## src/rtl/sum_range_caller_pkg.sv

```systemverilog
// Shared types and defaults for the range-generator caller.
// Latency: n/a (package only).
// Backpressure: n/a (package only).
package sum_range_caller_pkg;

  localparam int DEF_WIDTH   = 32;
  localparam int DEF_COUNT_W = 32;

  typedef enum logic [1:0] {
    LAUNCH  = 2'd0,
    COLLECT = 2'd1,
    EMIT    = 2'd2,
    DONE    = 2'd3
  } state_t;

endpackage

```

## src/rtl/sum_range_caller.sv

```systemverilog
// Drives an external range generator and reduces its output stream to sum and count.
// Latency: gen_start one cycle after _start; _valid one cycle after gen_done seen with gen_valid low.
// Backpressure: result held in EMIT until _ready; generator throttled via gen_ready.
//
// Ports:
//   _clock, _reset        clock (posedge) and synchronous active-high reset
//   _start, base/limit/step   launch request and generator arguments
//   _ready/_valid/_done, _0 (sum), _1 (count)   parent-facing generator protocol
//   gen_base/limit/step, gen_start, gen_reset, gen_ready   to the generator
//   gen_valid, gen_done, gen_0                              from the generator
// Build option: define SUM_RANGE_CALLER_THROTTLE_EN to alternate gen_ready 1,0,1,0 in COLLECT.
module sum_range_caller
  import sum_range_caller_pkg::*;
#(
  parameter int WIDTH   = DEF_WIDTH,
  parameter int COUNT_W = DEF_COUNT_W
) (
  input  logic               _clock,
  input  logic               _reset,
  input  logic               _start,
  input  logic [WIDTH-1:0]   base,
  input  logic [WIDTH-1:0]   limit,
  input  logic [WIDTH-1:0]   step,
  input  logic               _ready,
  output logic               _valid,
  output logic               _done,
  output logic [WIDTH-1:0]   _0,
  output logic [COUNT_W-1:0] _1,
  output logic [WIDTH-1:0]   gen_base,
  output logic [WIDTH-1:0]   gen_limit,
  output logic [WIDTH-1:0]   gen_step,
  output logic               gen_start,
  output logic               gen_reset,
  output logic               gen_ready,
  input  logic               gen_valid,
  input  logic               gen_done,
  input  logic [WIDTH-1:0]   gen_0
);

  state_t             state, state_nxt;
  logic [WIDTH-1:0]   sum;
  logic [COUNT_W-1:0] count;
  logic               ready_phase;
  logic               xfer;
  logic               finish;

`ifdef SUM_RANGE_CALLER_THROTTLE_EN
  // Low on COLLECT entry so the first COLLECT cycle offers gen_ready=1.
  logic throttle_q;

  always_ff @(posedge _clock) begin
    if (_start || _reset) begin
      throttle_q <= 1'b0;
    end else if (state == COLLECT) begin
      throttle_q <= ~throttle_q;
    end else begin
      throttle_q <= 1'b0;
    end
  end

  assign ready_phase = ~throttle_q;
`else
  assign ready_phase = 1'b1;
`endif

  // _start wins over _reset so a parent can restart in the same cycle it resets.
  always_ff @(posedge _clock) begin
    if (_start) begin
      state <= LAUNCH;
    end else if (_reset) begin
      state <= DONE;
    end else begin
      state <= state_nxt;
    end
  end

  always_comb begin
    state_nxt = state;
    gen_start = 1'b0;
    gen_ready = 1'b0;
    xfer      = 1'b0;
    finish    = 1'b0;
    case (state)
      LAUNCH: begin
        gen_start = 1'b1;
        state_nxt = COLLECT;
      end
      COLLECT: begin
        gen_ready = ready_phase;
        xfer      = gen_valid && ready_phase;
        // A final element arriving alongside gen_done is taken first; exit
        // only once the generator reports done with nothing pending.
        if (ready_phase && gen_done && !gen_valid) begin
          finish    = 1'b1;
          state_nxt = EMIT;
        end
      end
      EMIT: begin
        if (_ready) begin
          state_nxt = DONE;
        end
      end
      default: begin
        state_nxt = DONE;
      end
    endcase
  end

  always_ff @(posedge _clock) begin
    if (_start) begin
      gen_base  <= base;
      gen_limit <= limit;
      gen_step  <= step;
      sum       <= '0;
      count     <= '0;
      _valid    <= 1'b0;
      _done     <= 1'b0;
      gen_reset <= 1'b0;
    end else if (_reset) begin
      gen_base  <= '0;
      gen_limit <= '0;
      gen_step  <= '0;
      sum       <= '0;
      count     <= '0;
      _0        <= '0;
      _1        <= '0;
      _valid    <= 1'b0;
      _done     <= 1'b0;
      gen_reset <= 1'b1;
    end else begin
      gen_reset <= 1'b0;
      _done     <= (state_nxt == DONE);
      if (xfer) begin
        sum   <= sum + gen_0;
        count <= count + COUNT_W'(1);
      end
      if (finish) begin
        _0     <= sum;
        _1     <= count;
        _valid <= 1'b1;
      end else if (state == EMIT && _ready) begin
        _valid <= 1'b0;
      end
    end
  end

endmodule
```

## config.mk

```make
export PLATFORM = sky130hd
export DESIGN_NAME = sum_range_caller
export DESIGN_NICKNAME = d
export VERILOG_FILES = /design/src/rtl/sum_range_caller_pkg.sv /design/src/rtl/sum_range_caller.sv
export SDC_FILE = /design/constraint.sdc
export NUM_CORES = 1
export LEC_CHECK = 0
export BUFFER_PORTS_ARGS = -buffer_cell sky130_fd_sc_hd__buf_2
export CELL_PAD_IN_SITES_DETAIL_PLACEMENT = 1
export CELL_PAD_IN_SITES_GLOBAL_PLACEMENT = 2
export CORE_MARGIN = 10
export CORE_UTILIZATION = 29
export DETAILED_ROUTE_END_ITERATION = 16
export GPL_ROUTABILITY_DRIVEN = 0
export PLACE_DENSITY = 0.73
export SYNTH_ARGS = -nofsm -noshare
export SYNTH_HDL_FRONTEND = slang
export SYNTH_SLANG_ARGS = --single-unit
```

## constraint.sdc

```tcl
create_clock -name _clock -period 7 [get_ports _clock]
set_input_delay 1.75 -clock _clock [delete_from_list [all_inputs] [get_ports _clock]]
set_output_delay 1.75 -clock _clock [all_outputs]
set_load 0.02 [all_outputs]
```

==> results by group, run 1 <==
Drt
  – Drt via density: around 4.7
  – WL per Instance: between 20 and 25 um
  – Pre-Repair DR Iteration Count: 5
  – Post-route DRC: 0
  – Initial DRC Count: ~380
  – DR vias: a little under 8000
  – Number of nets with antenna violations after routing: 0
  – WL final: roughly 34000 um

Floorplan
  – Chip height: 209 um
  – IO Pins: 299
  – Initial Utilization: between 20% and 30%
  – Core area: ~0.035 sq mm
  – Die area: ~0.044 sq mm
  – Horiz. Die Dim: 209 um
  – FP Rows: ~70

STA
  – Actual slew at the worst max-slew pin: about 1.3 ns
  – Setup TNS: 0 ns
  – Worst slew margin: 14.1%
  – Fmax achieved: roughly 0.27 GHz
  – # setup viols final: 0
  – Final min period: between 3 and 4 ns
  – RSZ-0062 raised after global routing: no
  – Final Hold Vio Count: 0
  – Final Skew: approximately 0.019 ns
  – Crit share post-route: ~54%
  – Final Max Slew Viols: 0

Critical path
  – CP Launch Point: gen_0[0]
  – Setup CP Type: input port to register
  – Critical Path AT: between 4 and 5 ns
  – Crit-path max FO: 3
  – Crit. End Element: register
  – Worst Setup Start Kind: input port
  – Req. time, crit path: ~7.4 ns
  – Reg-to-Reg Start: state[1]

Clock network
  – CTS tree: done
  – Clock transition at path regs: about 0.060 ns
  – PostCTS Resize Cnt: 0
  – # clock sinks: about 230
  – Setup repair bufs after CTS: 0
  – Root Driver: clkbuf_16
  – Clock latency on the worst-skew pair: 0.54 ns
  – Clock tree buffer depth: 3
  – TritonCTS buffer count: 27
  – Post-CTS Hold Buffers: 0
  – H-tree depth: 1

Synth
  – Post-synth top cells: edfxtp_1 (160), and2_1 (99), nand2_1 (79)
  – Yosys top cell by area: edfxtp_1
  – Async set-or-reset flop fraction in the synthesized netlist: 0%
  – Post-synth EDFFs: 160
  – Synth Net Count: about 1100
  – Ys Warns: 0
  – Yosys top cell area share: between 40% and 50%
  – Top area cells in the synthesized netlist: edfxtp_1 (46%), dfxtp_1 (13%), and2_1 (6.0%)
  – Gate count after technology mapping: roughly 900
  – Top FF cell, synth: edfxtp_1
  – Post-Syn Area: 0.0104 sq mm
  – Sequential area share after synthesis: 59.5%
  – Yosys cell types: 67
  – Seq cells post-synth: ~230
  – Count leader, synth: edfxtp_1
  – Post-Syn Area per Cell: 11.4 sq um

GRT
  – Initial antenna violation count: 3
  – Total GRT Usage: about 15%
  – First-pass GRT wire length: between 50000 and 60000 um
  – Largest net degree at the start of global routing: a little under 100
  – Number of global-route vias before repair: 8391
  – GRT overflow: 0

Power and ir drop
  – Pleak: around 0.0054 uW
  – Pwr Density: 250 mW/mm^2
  – Max VDD drop: approximately 160 uV

Hold path
  – Min-delay src: sum[10]
  – Hold Crit Class: register to register

Placement
  – Detailed placement HPWL: between 20000 and 30000 um
  – Port bufs: just under 300

Flow run
  – MaxCap Viol Count: 0

Layout
  – Layout area overhead: 27.0%
  – Nets@finish: 1372
  – Share of layout cells above drive strength 1: approximately 29%
  – Post-layout util: 37.2%

Run status
  – Run status: completed
## metal layers
layer / routed length [um] / vias up / part of all wire (%) / global-route usage (%)
li1: - / 3822 / - / -
met1: 14200 / 3795 / 41 / 18.2
met2: 16600 / 242 / 48 / 25.9
met3: 3150 / 39 / 9.2 / 5.03
met4: 395 / 4 / 1.1 / 2.46
met5: 27 / - / 0.078 / 0
## critical path, stage by stage
cell and delay (ns):
buf_2 0.12, ha_1 0.24, fa_1 0.43, a21o_1 0.24, a221oi_2 0.29, nand4b_1 0.20, nand3_1 0.16, a211oi_2 0.36
mux2i_1 0.14, a211o_1 0.28
## registers in the layout (all words and copies together), names as in the netlist
name and flops:
_done 1, sum 32, gen_limit 32, gen_step 32, _valid 1, count 32
gen_reset 1, state 2, _1 32, _0 32, gen_base 32
## metrics by stage
step	cells	area, sq um	worst slack (ns)	hold WS (ns)	power [uW]
floorplan	912	10400	1.46	0.438	1800
detailed placement	1637	12300	2.66	0.467	1970
CTS	1687	13200	3.23	0.476	3360
global placement	1637	12300	2.71	0.457	1970
global route	1687	13200	3.05	0.506	3450
finish	1690	13200	3.23	0.468	3300
## area by class of cell
cell class / count / area (sq um)
Fill cell: 4018 / 22300
Sequential cell: 229 / 6190
Multi-Input combinational cell: 631 / 4000
Timing Repair Buffer: 305 / 1540
Clock buffer: 40 / 734
Tap cell: 461 / 577
Clock inverter: 10 / 109
Inverter: 11 / 43.8
Antenna cell: 3 / 7.51
## power breakdown
group,total [uW],leakage (uW),internal (uW),switching (uW)
clock network,1360,0.000407,799,564
logic,380,0.00283,125,255
registers,1550,0.00217,1530,25.5
total,3300,0.00541,2450,844
## layout by cell type (no fill, tap or decap), drive strengths merged, types with 40 or more instances in the layout
cell / n
and2: 99
buf: 305
nor2: 70
nand2: 79
edfxtp: 160
nor2b: 69
dfxtp: 69
clkbuf: 40
a21oi: 52
## path summary, 6_finish.rpt
check	endpoint	slack, ns	cells after the start
max	sum[28]	3.23	10
max reg2reg	count[29]	4.25	8
min	sum[10]	0.47	2
min reg2reg	sum[10]	0.47	2
## cell families after synthesis
kind of cell    count (synthesis)  synth area share [%]
simple gates                  397                  20.6
flops                         229                  59.5
compound gates                145                  8.93
buf+inv                        52                  2.12
xor+xnor                       51                  4.30
fa+ha+maj                      33                  4.04
mux                             5                 0.482
No activity file was read; power rests on OpenSTA's default activity.
==> run 2: changes to the inputs <==
- clock period: 7 -> 3.85 ns (I/O delays scaled with it)
==> results by group, run 2 (synthesis results as in run 1) <==
Placement
  – Port bufs: slightly below 300
  – Placed cell count: 1644
  – Detailed placement HPWL: between 20000 and 30000 um
  – DP Area: between 0.01 and 0.015 sq mm

Hold path
  – Min-delay src: sum[22]
  – Hold Path Cell Cnt: 2
  – Hold endpoint: sum[22]
  – Hold Crit Class: register to register

Layout
  – Share of layout cells above drive strength 1: a little under a third
  – Most common cell after layout, fill and taps aside: buf_2
  – Fillers: 3967
  – Nets@finish: approximately 1400
  – Post-layout util: 37.6%
  – Most frequent cells in the layout: buf_2 (298), edfxtp_1 (160), and2_1 (99)
  – Layout area overhead: 28.2%
  – Finished Layout Cells: roughly 1700
  – Design area: 0.0133 sq mm

GRT
  – Initial antenna violation count: 2
  – First-pass GRT wire length: roughly 53000 um
  – Largest net degree at the start of global routing: 141
  – Number of global-route vias before repair: about 8500
  – GRT overflow: 0
  – Total GRT Usage: 15.3%

Drt
  – Number of nets with antenna violations after routing: 0
  – Pre-Repair DR Iteration Count: 4
  – Post-route DRC: 0
  – WL per Instance: just over 20 um
  – WL final: roughly 35000 um
  – Drt via density: between 4 and 5
  – DR vias: approximately 8000
  – Initial DRC Count: around 310

Floorplan
  – FP Rows: 69
  – Chip height: roughly 210 um
  – Horiz. Die Dim: between 200 and 250 um
  – IO Pins: about 300
  – Initial Utilization: 29.3%
  – Die area: 0.0438 sq mm
  – Core area: 0.0355 sq mm

Clock network
  – H-tree depth: 1
  – CTS tree: done
  – Post-CTS Hold Buffers: 0
  – Setup repair bufs after CTS: 0
  – Clock latency on the worst-skew pair: between 0.5 and 0.6 ns
  – # clock sinks: between 200 and 250
  – PostCTS Resize Cnt: 0
  – TritonCTS buffer count: 27
  – Clock transition at path regs: 0.07 ns
  – Clock tree buffer depth: 3
  – Root Driver: clkbuf_16

Power and ir drop
  – NetSw: 1580 uW
  – Clock power share: approximately 42%
  – Comb pwr share: between 10% and 20%
  – Max VDD drop: ~340 uV
  – Part of the power in registers: a little under half
  – P_int: between 4000 and 5000 uW
  – Pleak: 0.00548 uW
  – Switching part of the total power: between 20% and 30%
  – Pwr Density: 457 mW/mm^2
  – Power Total: about 6100 uW

STA
  – Final min period: 2.98 ns
  – Worst slew margin: a little over two fifths
  – Final Skew: between 0.02 and 0.03 ns
  – Actual slew at the worst max-slew pin: around 0.85 ns
  – # setup viols final: 0
  – Fmax achieved: ~0.34 GHz
  – Final Max Slew Viols: 0
  – Crit share post-route: between 70% and 80%
  – RSZ-0062 raised after global routing: no
  – Final Hold Vio Count: 0
  – Setup TNS: 0 ns

Critical path
  – R2R cell count: 9
  – Worst Setup Start Kind: input port
  – R2R Setup Slk: approximately 1.1 ns
  – Req. time, crit path: around 4.3 ns
  – Setup CP Type: input port to register
  – Reg-to-Reg Start: sum[0]
  – Critical Path AT: ~3.4 ns
  – Reg2reg end: sum[28]
  – Crit. End Element: register
  – Crit-path max FO: 3

Run status
  – Run status: completed

Flow run
  – MaxCap Viol Count: 0
run 2: cell types whose count changed in the layout (fill, tap and decap cells not counted):
cell | previous run | this run
clkinv_1 | 0 | 5
clkinv_2 | 5 | 6
clkinv_4 | 0 | 3
clkbuf_1 | 12 | 2
buf_4 | 7 | 11
buf_12 | 0 | 3
bufinv_16 | 2 | 3
run 2: worst max-delay path by stage:
stage,slack (ns),from,end,depth (start not counted)
floorplan,0.16,_reset,_0[0],4
global placement,0.32,gen_0[0],sum[28],10
detailed placement,0.30,gen_0[0],sum[28],10
CTS,0.89,gen_0[0],sum[28],10
global route,0.77,gen_0[0],sum[28],10
finish,0.87,gen_0[0],sum[28],10
run 2: power groups by stage:
stage / Clock [uW] / Sequential (uW) / Combinational [uW]
finish: 2570 / 2820 / 702
global route: 2760 / 2830 / 766
CTS: 2660 / 2830 / 721
detailed placement: 0 / 2880 / 717
global placement: 0 / 2870 / 713
floorplan: 0 / 3040 / 233
run 2: cell type report:
type	instances	area (sq um)	area share, %
timing repair buffer	312	1630	12.3
tap	461	577	4.33
sequential	229	6190	46.4
multi-input combinational	631	4000	30.0
clock inverter	20	189	1.42
clock buffer	30	697	5.23
antenna	3	7.51	0.0563
inverter	11	43.8	0.329
run 2: worst max-delay path: stages:
cell	delay, ns
buf_2	0.13
ha_1	0.25
fa_1	0.41
a21o_1	0.23
a221oi_2	0.30
nand4b_1	0.21
nand3_1	0.20
a211oi_2	0.34
mux2i_1	0.12
a211o_1	0.27
run 2: stage by stage:
stage	worst slack [ns]	hold WS (ns)
6_report	0.872	0.468
5_1_grt	0.767	0.495
4_1_cts	0.885	0.470
3_5_place_dp	0.299	0.459
3_3_place_gp	0.316	0.458
2_1_floorplan	0.164	0.438
run 2: per-layer routing:
layer	track usage [%]	up-vias	part of all wire [%]
li1	-	3841	-
met5	0	-	0.037
met4	2.98	2	1.2
met1	18.1	3879	41
met2	27.2	237	50
met3	4.05	35	7.5
==> run 3: changes to the inputs <==
- clock period: 3.85 -> 3.1 ns (I/O delays scaled with it)
==> results by group, run 3 (synthesis results as in run 1) <==
Clock network
  – Clock latency on the worst-skew pair: ~0.53 ns
  – Clock transition at path regs: about 0.06 ns
  – Root Driver: clkbuf_16
  – # clock sinks: 229
  – TritonCTS buffer count: 27
  – Post-CTS Hold Buffers: 0
  – Clock tree buffer depth: 3
  – H-tree depth: 1
  – PostCTS Resize Cnt: 0
  – CTS tree: done
  – Setup repair bufs after CTS: 0

Drt
  – Number of nets with antenna violations after routing: 0
  – DR vias: between 8000 and 9000
  – Post-route DRC: 0
  – Pre-Repair DR Iteration Count: 4
  – Initial DRC Count: 309
  – WL final: between 30000 and 40000 um
  – WL per Instance: slightly below 20 um
  – Drt via density: ~4.7

GRT
  – GRT overflow: 0
  – Number of global-route vias before repair: between 8000 and 9000
  – First-pass GRT wire length: around 53000 um
  – Initial antenna violation count: 7
  – Largest net degree at the start of global routing: roughly 150
  – Total GRT Usage: ~15%

Layout
  – Layout area overhead: 30.7%
  – Post-layout util: roughly two fifths
  – Multi-input logic area: approximately 0.004 sq mm
  – Most frequent cells in the layout: buf_2 (298), edfxtp_1 (160), and2_1 (99)
  – Most common cell after layout, fill and taps aside: buf_2
  – Nets@finish: 1415
  – Share of layout cells above drive strength 1: a little under a third
  – Design area: between 0.01 and 0.015 sq mm
  – FF/Latch Area: ~0.0062 sq mm
  – Fillers: about 4000

Critical path
  – Critical Path AT: between 3 and 4 ns
  – Reg2reg end: sum[24]
  – Req. time, crit path: 3.51 ns
  – R2R cell count: 10
  – Crit-path max FO: 2
  – R2R Setup Slk: roughly 0.50 ns
  – Reg-to-Reg Start: sum[0]
  – Setup CP Type: input port to register
  – Crit. End Element: register
  – Worst Setup Start Kind: input port

Power and ir drop
  – NetSw: ~1900 uW
  – Switching part of the total power: roughly 25%
  – P_int: about 5700 uW
  – Comb pwr share: a little under an eighth
  – Part of the power in registers: between 40% and 50%
  – Max VDD drop: around 370 uV
  – Pwr Density: around 560 mW/mm^2
  – Pleak: between 0.005 and 0.006 uW
  – Clock power share: 42.4%

Floorplan
  – Horiz. Die Dim: about 210 um
  – Initial Utilization: between 20% and 30%
  – FP Rows: a little under 70
  – IO Pins: ~300
  – Die area: ~0.044 sq mm
  – Core area: between 0.03 and 0.04 sq mm
  – Chip height: 209 um

STA
  – # setup viols final: 0
  – RSZ-0062 raised after global routing: no
  – Final min period: ~2.6 ns
  – Actual slew at the worst max-slew pin: 0.924 ns
  – Crit share post-route: a little under nine tenths
  – Final Skew: 0.00846 ns
  – Final Max Slew Viols: 0
  – Worst slew margin: 38.4%
  – Final Hold Vio Count: 0
  – Fmax achieved: approximately 0.38 GHz

Hold path
  – Min-delay src: sum[26]
  – Hold Path Cell Cnt: 2
  – Hold Crit Class: register to register
  – Hold endpoint: sum[26]

Placement
  – DP Area: approximately 0.013 sq mm
  – Port bufs: 298
  – Detailed placement HPWL: 25800 um

Flow run
  – MaxCap Viol Count: 0

Run status
  – Run status: completed
==> run 3: critical path, stage by stage <==
cell and delay [ns]:
buf_2 0.10, ha_1 0.24, fa_1 0.41, a21o_1 0.22, a221oi_2 0.25, nand4b_1 0.19, nand3_1 0.19, a211oi_2 0.30
buf_4 0.16, xor2_1 0.13, o21ai_0 0.08
==> run 3: worst max-delay path by stage <==
stage / from / endpoint / slack (ns) / cells after the start
after floorplan: gen_0[0] / sum[28] / 0.25 / 9
after global placement: gen_0[0] / sum[24] / -0.06 / 11
after detailed placement: gen_0[9] / sum[27] / -0.1 / 9
after CTS: sum[9] / sum[27] / 0.47 / 8
after global routing: sum[0] / sum[24] / 0.31 / 10
final: gen_0[0] / sum[24] / 0.46 / 11
==> run 3: metrics by stage <==
step	instances	TNS, ns	hold WS (ns)	total power (uW)	setup WS (ns)
floorplan	912	0	0.438	4060	0.248
global placement	1680	-0.128	0.456	4470	-0.0566
detailed placement	1680	-0.222	0.463	4480	-0.0987
CTS	1729	0	0.471	7770	0.466
global route	1731	0	0.486	7960	0.306
finish	1731	0	0.468	7630	0.462
==> run 3: power groups by stage <==
stage	Sequential [uW]	Combinational (uW)	Clock (uW)
finish	3500	896	3230
global route	3510	978	3470
CTS	3500	920	3340
detailed placement	3570	915	0
global placement	3560	906	0
floorplan	3770	290	0
==> run 3: final cells by class <==
class,count,area share (%)
sequential,229,45.5
multi-input combinational,631,29.4
timing repair buffer,348,13.9
clock buffer,38,5.42
tap,461,4.24
clock inverter,11,1.13
inverter,11,0.322
antenna,2,0.0368
==> run 3: per-layer routing <==
| layer | global-route usage [%] | wire (um) |
|---|---|---|
| met2 | 26.2 | 16700 |
| met3 | 5.06 | 3130 |
| met4 | 2.78 | 457 |
| met5 | 0 | 55 |
| met1 | 17.4 | 13800 |
